### src/rtl/ctrl_status_regs_n_if.sv
// Host-side register bus shared by the register block and its adapter.
// The master drives address, strobes and write data; the slave returns read data.
interface ctrl_status_regs_n_if #(
    parameter int DWIDTH = 32,
    parameter int AWIDTH = 4
) ();
    logic [AWIDTH-1:0]   addr;
    logic                wr_en;
    logic [DWIDTH/8-1:0] wr_be;
    logic [DWIDTH-1:0]   data_in;
    logic                rd_en;
    logic [DWIDTH-1:0]   data_out;
    logic                rd_valid;

    modport master (
        output addr, wr_en, wr_be, data_in, rd_en,
        input  data_out, rd_valid
    );

    modport slave (
        input  addr, wr_en, wr_be, data_in, rd_en,
        output data_out, rd_valid
    );
endinterface

### src/rtl/ctrl_status_regs_n.sv
// NREGS control/status register pairs with byte-enable writes, write-notify pulses,
// a registered read path and a sticky W1C interrupt block with mask and level irq.
module ctrl_status_regs_n #(
    parameter int DWIDTH = 32,
    parameter int NREGS  = 8,
    parameter int AWIDTH = 4,
    parameter int EWIDTH = 8
) (
    input  logic                    clk,
    input  logic                    reset,
    ctrl_status_regs_n_if.slave     bus,
    output logic [NREGS*DWIDTH-1:0] ctrl_flat,
    output logic [NREGS-1:0]        ctrl_wr_pulse,
    input  logic [NREGS*DWIDTH-1:0] status_flat,
    input  logic [EWIDTH-1:0]       event_in,
    output logic                    irq
);

    localparam int NBYTES = DWIDTH / 8;
    localparam logic [AWIDTH-1:0] ADDR_IRQ_STATUS = AWIDTH'(NREGS);
    localparam logic [AWIDTH-1:0] ADDR_IRQ_MASK   = AWIDTH'(NREGS + 1);

    // Expand byte enables into a per-bit mask.
    function automatic logic [DWIDTH-1:0] lane_mask(input logic [NBYTES-1:0] be);
        logic [DWIDTH-1:0] m;
        m = '0;
        for (int k = 0; k < NBYTES; k++) begin
            m[8*k +: 8] = {8{be[k]}};
        end
        return m;
    endfunction

    logic [NREGS-1:0][DWIDTH-1:0] ctrl_r;
    logic [NREGS-1:0]             ctrl_wr_pulse_r;
    logic [DWIDTH-1:0]            data_out_r;
    logic                         rd_valid_r;
    logic [EWIDTH-1:0]            irq_status_r;
    logic [EWIDTH-1:0]            irq_mask_r;
    logic                         irq_r;

    logic [DWIDTH-1:0]            be_mask_s;
    logic [NREGS-1:0]             ctrl_sel_s;
    logic [NREGS-1:0]             ctrl_we_s;
    logic                         stat_sel_s;
    logic                         mask_sel_s;
    logic [EWIDTH-1:0]            w1c_clear_s;
    logic [EWIDTH-1:0]            irq_status_next_s;
    logic [EWIDTH-1:0]            irq_mask_next_s;
    logic [DWIDTH-1:0]            rd_mux_s;

    // Full-width address decode and byte-lane masks for the write path.
    always_comb begin
        be_mask_s  = lane_mask(bus.wr_be);
        ctrl_sel_s = '0;
        for (int i = 0; i < NREGS; i++) begin
            ctrl_sel_s[i] = (bus.addr == AWIDTH'(i));
        end
        stat_sel_s = (bus.addr == ADDR_IRQ_STATUS);
        mask_sel_s = (bus.addr == ADDR_IRQ_MASK);
        ctrl_we_s  = ctrl_sel_s & {NREGS{bus.wr_en}};
    end

    // Next-state of the interrupt registers; an event in the same cycle beats a clear.
    always_comb begin
        w1c_clear_s = '0;
        if (bus.wr_en && stat_sel_s) begin
            w1c_clear_s = bus.data_in[EWIDTH-1:0] & be_mask_s[EWIDTH-1:0];
        end else begin
            w1c_clear_s = '0;
        end
        irq_mask_next_s = irq_mask_r;
        if (bus.wr_en && mask_sel_s) begin
            irq_mask_next_s = (irq_mask_r & ~be_mask_s[EWIDTH-1:0])
                            | (bus.data_in[EWIDTH-1:0] & be_mask_s[EWIDTH-1:0]);
        end else begin
            irq_mask_next_s = irq_mask_r;
        end
        irq_status_next_s = (irq_status_r & ~w1c_clear_s) | event_in;
    end

    // Read mux: selects are one-hot, so an AND-OR tree yields 0 for unmapped addresses.
    always_comb begin
        rd_mux_s = '0;
        for (int i = 0; i < NREGS; i++) begin
            rd_mux_s = rd_mux_s | (status_flat[i*DWIDTH +: DWIDTH] & {DWIDTH{ctrl_sel_s[i]}});
        end
        rd_mux_s = rd_mux_s | (DWIDTH'(irq_status_r) & {DWIDTH{stat_sel_s}});
        rd_mux_s = rd_mux_s | (DWIDTH'(irq_mask_r)   & {DWIDTH{mask_sel_s}});
    end

    // Control registers and their one-cycle write-notify pulses.
    always_ff @(posedge clk) begin
        if (reset) begin
            ctrl_r          <= '0;
            ctrl_wr_pulse_r <= '0;
        end else begin
            for (int i = 0; i < NREGS; i++) begin
                if (ctrl_we_s[i]) begin
                    ctrl_r[i] <= (ctrl_r[i] & ~be_mask_s) | (bus.data_in & be_mask_s);
                end
            end
            ctrl_wr_pulse_r <= ctrl_we_s;
        end
    end

    // Registered read path; data_out holds between reads.
    always_ff @(posedge clk) begin
        if (reset) begin
            data_out_r <= '0;
            rd_valid_r <= 1'b0;
        end else begin
            rd_valid_r <= bus.rd_en;
            if (bus.rd_en) begin
                data_out_r <= rd_mux_s;
            end
        end
    end

    // Sticky status, mask and the registered level interrupt.
    always_ff @(posedge clk) begin
        if (reset) begin
            irq_status_r <= '0;
            irq_mask_r   <= '0;
            irq_r        <= 1'b0;
        end else begin
            irq_status_r <= irq_status_next_s;
            irq_mask_r   <= irq_mask_next_s;
            irq_r        <= |(irq_status_r & irq_mask_r);
        end
    end

    assign ctrl_flat     = ctrl_r;
    assign ctrl_wr_pulse = ctrl_wr_pulse_r;
    assign bus.data_out  = data_out_r;
    assign bus.rd_valid  = rd_valid_r;
    assign irq           = irq_r;

endmodule

### src/flat_wrapper.sv
// flat-port wrapper written by rule: the top's interface ports become plain ports
module ctrl_status_regs_n_flat 
#(
    parameter int DWIDTH = 32,
    parameter int NREGS  = 8,
    parameter int AWIDTH = 4,
    parameter int EWIDTH = 8
)
  (clk, reset, ctrl_flat, ctrl_wr_pulse, status_flat, event_in, irq, bus_addr, bus_wr_en, bus_wr_be, bus_data_in, bus_rd_en, bus_data_out, bus_rd_valid);
  ctrl_status_regs_n_if #(.DWIDTH(DWIDTH), .AWIDTH(AWIDTH)) bus_i ();
  input  logic clk;
  input  logic reset;
  output logic [NREGS*DWIDTH-1:0] ctrl_flat;
  output logic [NREGS-1:0] ctrl_wr_pulse;
  input  logic [NREGS*DWIDTH-1:0] status_flat;
  input  logic [EWIDTH-1:0] event_in;
  output logic irq;
  input wire logic [$bits(bus_i.addr)-1:0] bus_addr;
  input wire logic [$bits(bus_i.wr_en)-1:0] bus_wr_en;
  input wire logic [$bits(bus_i.wr_be)-1:0] bus_wr_be;
  input wire logic [$bits(bus_i.data_in)-1:0] bus_data_in;
  input wire logic [$bits(bus_i.rd_en)-1:0] bus_rd_en;
  output wire logic [$bits(bus_i.data_out)-1:0] bus_data_out;
  output wire logic [$bits(bus_i.rd_valid)-1:0] bus_rd_valid;
  assign bus_i.addr = bus_addr;
  assign bus_i.wr_en = bus_wr_en;
  assign bus_i.wr_be = bus_wr_be;
  assign bus_i.data_in = bus_data_in;
  assign bus_i.rd_en = bus_rd_en;
  assign bus_data_out = bus_i.data_out;
  assign bus_rd_valid = bus_i.rd_valid;
  ctrl_status_regs_n #(.DWIDTH(DWIDTH), .NREGS(NREGS), .AWIDTH(AWIDTH), .EWIDTH(EWIDTH)) u_core (.clk(clk), .reset(reset), .bus(bus_i), .ctrl_flat(ctrl_flat), .ctrl_wr_pulse(ctrl_wr_pulse), .status_flat(status_flat), .event_in(event_in), .irq(irq));
endmodule
### config.mk
export PLATFORM = sky130hd
export DESIGN_NAME = ctrl_status_regs_n_flat
export DESIGN_NICKNAME = d
export VERILOG_FILES = /design/src/rtl/ctrl_status_regs_n_if.sv /design/src/rtl/ctrl_status_regs_n.sv /design/src/flat_wrapper.sv
export SDC_FILE = /design/constraint.sdc
export NUM_CORES = 1
export LEC_CHECK = 0
export ABC_AREA = 1
export CAP_MARGIN = 20
export CORE_AREA = 2 2 236 238
export DETAILED_ROUTE_END_ITERATION = 8
export DIE_AREA = 0 0 238 240
export PLACE_DENSITY_LB_ADDON = 0.3
export REMOVE_ABC_BUFFERS = 1
export SYNTH_ARGS = -nofsm -noshare
export SYNTH_HDL_FRONTEND = slang
export SYNTH_SLANG_ARGS = --single-unit
export TNS_END_PERCENT = 20
### constraint.sdc
create_clock -name clk -period 1.9 [get_ports clk]
set_input_delay 0.38 -clock clk [delete_from_list [all_inputs] [get_ports clk]]
set_output_delay 0.38 -clock clk [all_outputs]
set_load 0.01 [all_outputs]
==> impl_metrics.toml, run 1 <==
[timing]
fraction_of_the_cycle_the_final_worst_path_needs_pct = 97.9
max_clock_freq_ghz = 0.538
timing.slew.headroom_pct = 56.3
timing_hold_violations_final = 0
setup_total_negative_slack_ns = 0
worst_pin_slew_ns = 0.656
finalWorstSetupSlack_ns = 0.0397
unrepaired_setup_endpoints_after_global_routing = "false"
clk_skew_ns = 0.00428
slew_violations = 0
period_minus_slack_ns = 1.86
finalSetupViolCount = 0
whs_ns = 0.307

[power_and_ir_drop]
pwr-share-clk_pct = 44.0
power_mw = 15.9
worst_ir_drop_vdd_v = 0.000618
switchingPower_mw = 4.09
leakage_nw = 9.30
combPwrFrac_pct = 13.4
sw_frac_of_total_pct = 25.7
power-per-cell-area_nw_per_um2 = 708
p_seq_share_pct = 42.6
internal_power_mw = 11.8

[floorplan]
initial_utilization_pct = 24.6
core_region_area_sq_um = 54700
chipHeight_um = 240
placementRows = 86
die_area_sq_um = 57100
floorplan.io_pins = 606
die_width_um = 238

[global_route]
grt_remaining_overflow = 0
grt_first_pass_wirelength_mm = 98.6
number_of_antenna_violations_at_the_first_check_in_global_routing = 18
global_route.usage.total_pct = 22.9
grt_pass1_vias = 15900
pin_count_of_the_biggest_net_entering_global_routing = 100

[setup_path]
crit-reg2reg-launch = "u_core.irq_status_r[2]$_SDFF_PP0_"
worst_path_max_delay_cell = "sky130_fd_sc_hd__clkdlybuf4s50_1"
critPathArrivalTime_ns = 1.48
crit_buf_inv = 1
slowest_delay_ns = 0.56
r2r-end = "u_core.irq$_SDFF_PP0_"
required_time_of_the_critical_path_ns = 1.52
r2r_slack_ns = 0.98
reg2reg_depth = 4
largest_driver_fanout_on_the_critical_path = 2
startpoint_type = "register"
kind_of_critical_path = "register to output port"
endpoint_kind = "output port"
cp_cell_sequence = "clkdlybuf4s50_1"
worst_path_dominant_cell_family = "buffers and inverters"

[yosys]
syn-instance-count = 1961
synth.ff_latch_count = 314
synth.top_cells.by_area = "sky130_fd_sc_hd__dfxtp_1 47%, sky130_fd_sc_hd__nand3_1 14%, sky130_fd_sc_hd__nand2_1 11%"
yosysSeqAreaShare_pct = 46.7
synth_area_leader_cell = "sky130_fd_sc_hd__dfxtp_1"
synth_largest_type_area_fraction_pct = 46.7
synth.distinct_cells = 20
post_synth_instance_area_sq_um = 13500
syn_avg_cell_area_sq_um = 6.86
yosys_warnings = 0

[flow_run]
cap_violations = 0

[placement]
dp.cells = 3278
detailedPlace.worstSlack_ns = -0.495
gp_congestion = 0.971
port_buffers = 605
place.detailed.hpwl_mm = 52.6

[clock_network]
path_clk_slew_ns = 0.06
htree_num_levels = 2
cts-buffers-inserted = 39
cts.repair_timing.setup_buffer_count = 0
cts_root_buf = "sky130_fd_sc_hd__clkbuf_16"
cts-root-to-sink-buffers = 3
cts.sink_count = 314
cts_tree = "done"
clock_latency_ns = 0.54

[detailed_routing]
routed_wl_mm = 68.9
detail-route-antenna-nets = 0
drtIter0Drc = 745
route.vias.total = 16100
residual_drc = 0
detail_route.first_pass.iterations = 5
vias_per_cell = 4.79
routedWlPerCell_um = 20.5

[finish]
layout.cells.most_common = "sky130_fd_sc_hd__clkdlybuf4s50_1"
commonest_cells_after_routing_fill_and_taps_aside = "553 x sky130_fd_sc_hd__clkdlybuf4s50_1, 378 x sky130_fd_sc_hd__nand2_1, 370 x sky130_fd_sc_hd__nand3_1, 356 x sky130_fd_sc_hd__nor2_1, 314 x sky130_fd_sc_hd__dfxtp_1"
layout-drive-gt1-share_pct = 8.26
finalNetCount = 2923
instances_no_fill = 3355
area_growth_pct = 67.0
fillers = 5660

[hold_path]
hold_depth = 5
class_of_the_most_critical_hold_timing_path = "input port to register"
timing.hold.worst_endpoint = "u_core.bus.data_out[2]$_SDFFE_PP0P_"
launch_point_of_the_worst_hold_path = "bus_rd_en"

[run_status]
run_status = "completed"
[stage by stage]
step / cell area (sq um) / utilization (%)
after CTS: 22400 / 40.9
after global routing: 22500 / 41.1
final: 22500 / 41.1
after floorplan: 13000 / -
after global placement: 21200 / 38.8
after detailed placement: 21200 / 38.8
[worst register-to-register path, cell delays in order, from the launching register on]
cell,delay [ns]
sky130_fd_sc_hd__dfxtp_1,0.34
sky130_fd_sc_hd__nand2_1,0.07
sky130_fd_sc_hd__nand2_1,0.05
sky130_fd_sc_hd__a221oi_1,0.21
sky130_fd_sc_hd__a21oi_1,0.11
[kinds of logic (layout without fill, tap and decap cells)]
kind of cell	after synthesis	in the layout	synth area share (%)
DFF	314	314	46.7
AOI/OAI and AO/OA	304	304	11.4
other	0	12	0
and+or+nand+nor	1127	1127	35.5
buffers and inverters	216	894	6.41
[worst max-delay path by stage]
| stage | end | slack, ns | cells after the start |
|---|---|---|---|
| final | ctrl_flat[34] | 0.04 | 1 |
| after floorplan | register | -1.93 | 6 |
| after global routing | register | 0.002 | 9 |
| after global placement | u_core.bus.data_out[20]$_SDFFE_PP0P_ | -0.47 | 10 |
| after CTS | ctrl_flat[60] | 0.002 | 1 |
| after detailed placement | register | -0.50 | 9 |
[cells in the mapped netlist, drive strengths merged]
| cell | instances |
|---|---|
| nand2 | 382 |
| nor2 | 372 |
| nand3 | 370 |
| dfxtp | 314 |
| o21ai | 157 |
| a21oi | 144 |
| inv | 106 |
| clkbuf | 72 |
| buf | 38 |
| nor3 | 3 |
| a22o | 2 |
| a221oi | 1 |
[layout make-up]
type                    instances  area [sq um]  area share (%)
clock inverters                13          87.6           0.390
inverters                     106           403            1.79
clock buffers                  52          1090            4.87
well taps                     704           881            3.92
diodes                         12          30.0           0.134
repair buffers                723          7350            32.7
flip-flops and latches        314          6290            28.0
multi-input cells            1431          6340            28.2
[routing by layer]
metal	vias to the layer above	global-route usage (%)	wire (um)
li1	7746	-	-
met1	7499	25.0	25900
met2	668	39.6	33400
met3	138	7.85	6460
met4	8	11.5	3070
met5	-	0	47
[timing repair]
action / in CTS / in global routing
gates resized for setup: 26 / 27
hold buffers: 0 / 0
endpoints found under the hold margin: 0 / 0
endpoints found under the setup margin: 26 / 25
[power by group through the flow]
stage	Sequential (mW)	Clock, mW	Combinational (mW)
CTS	6.77	7.18	2.14
global route	6.78	7.45	2.28
global placement	6.91	0	2.12
finish	6.77	7.01	2.13
detailed placement	6.92	0	2.13
floorplan	6.95	0	0.530
(Power assumes the default switching activity.)
==> run 2: changes to the inputs <==
--- a/config.mk
+++ b/config.mk
@@ -6,7 +6,7 @@
 export NUM_CORES = 1
 export LEC_CHECK = 0
 export ABC_AREA = 1
-export CAP_MARGIN = 20
+export CAP_MARGIN = 25
 export CORE_AREA = 2 2 236 238
 export DETAILED_ROUTE_END_ITERATION = 8
 export DIE_AREA = 0 0 238 240
==> results of run 2 <==
Final layout, timing and power as in run 1 (identical DEF).
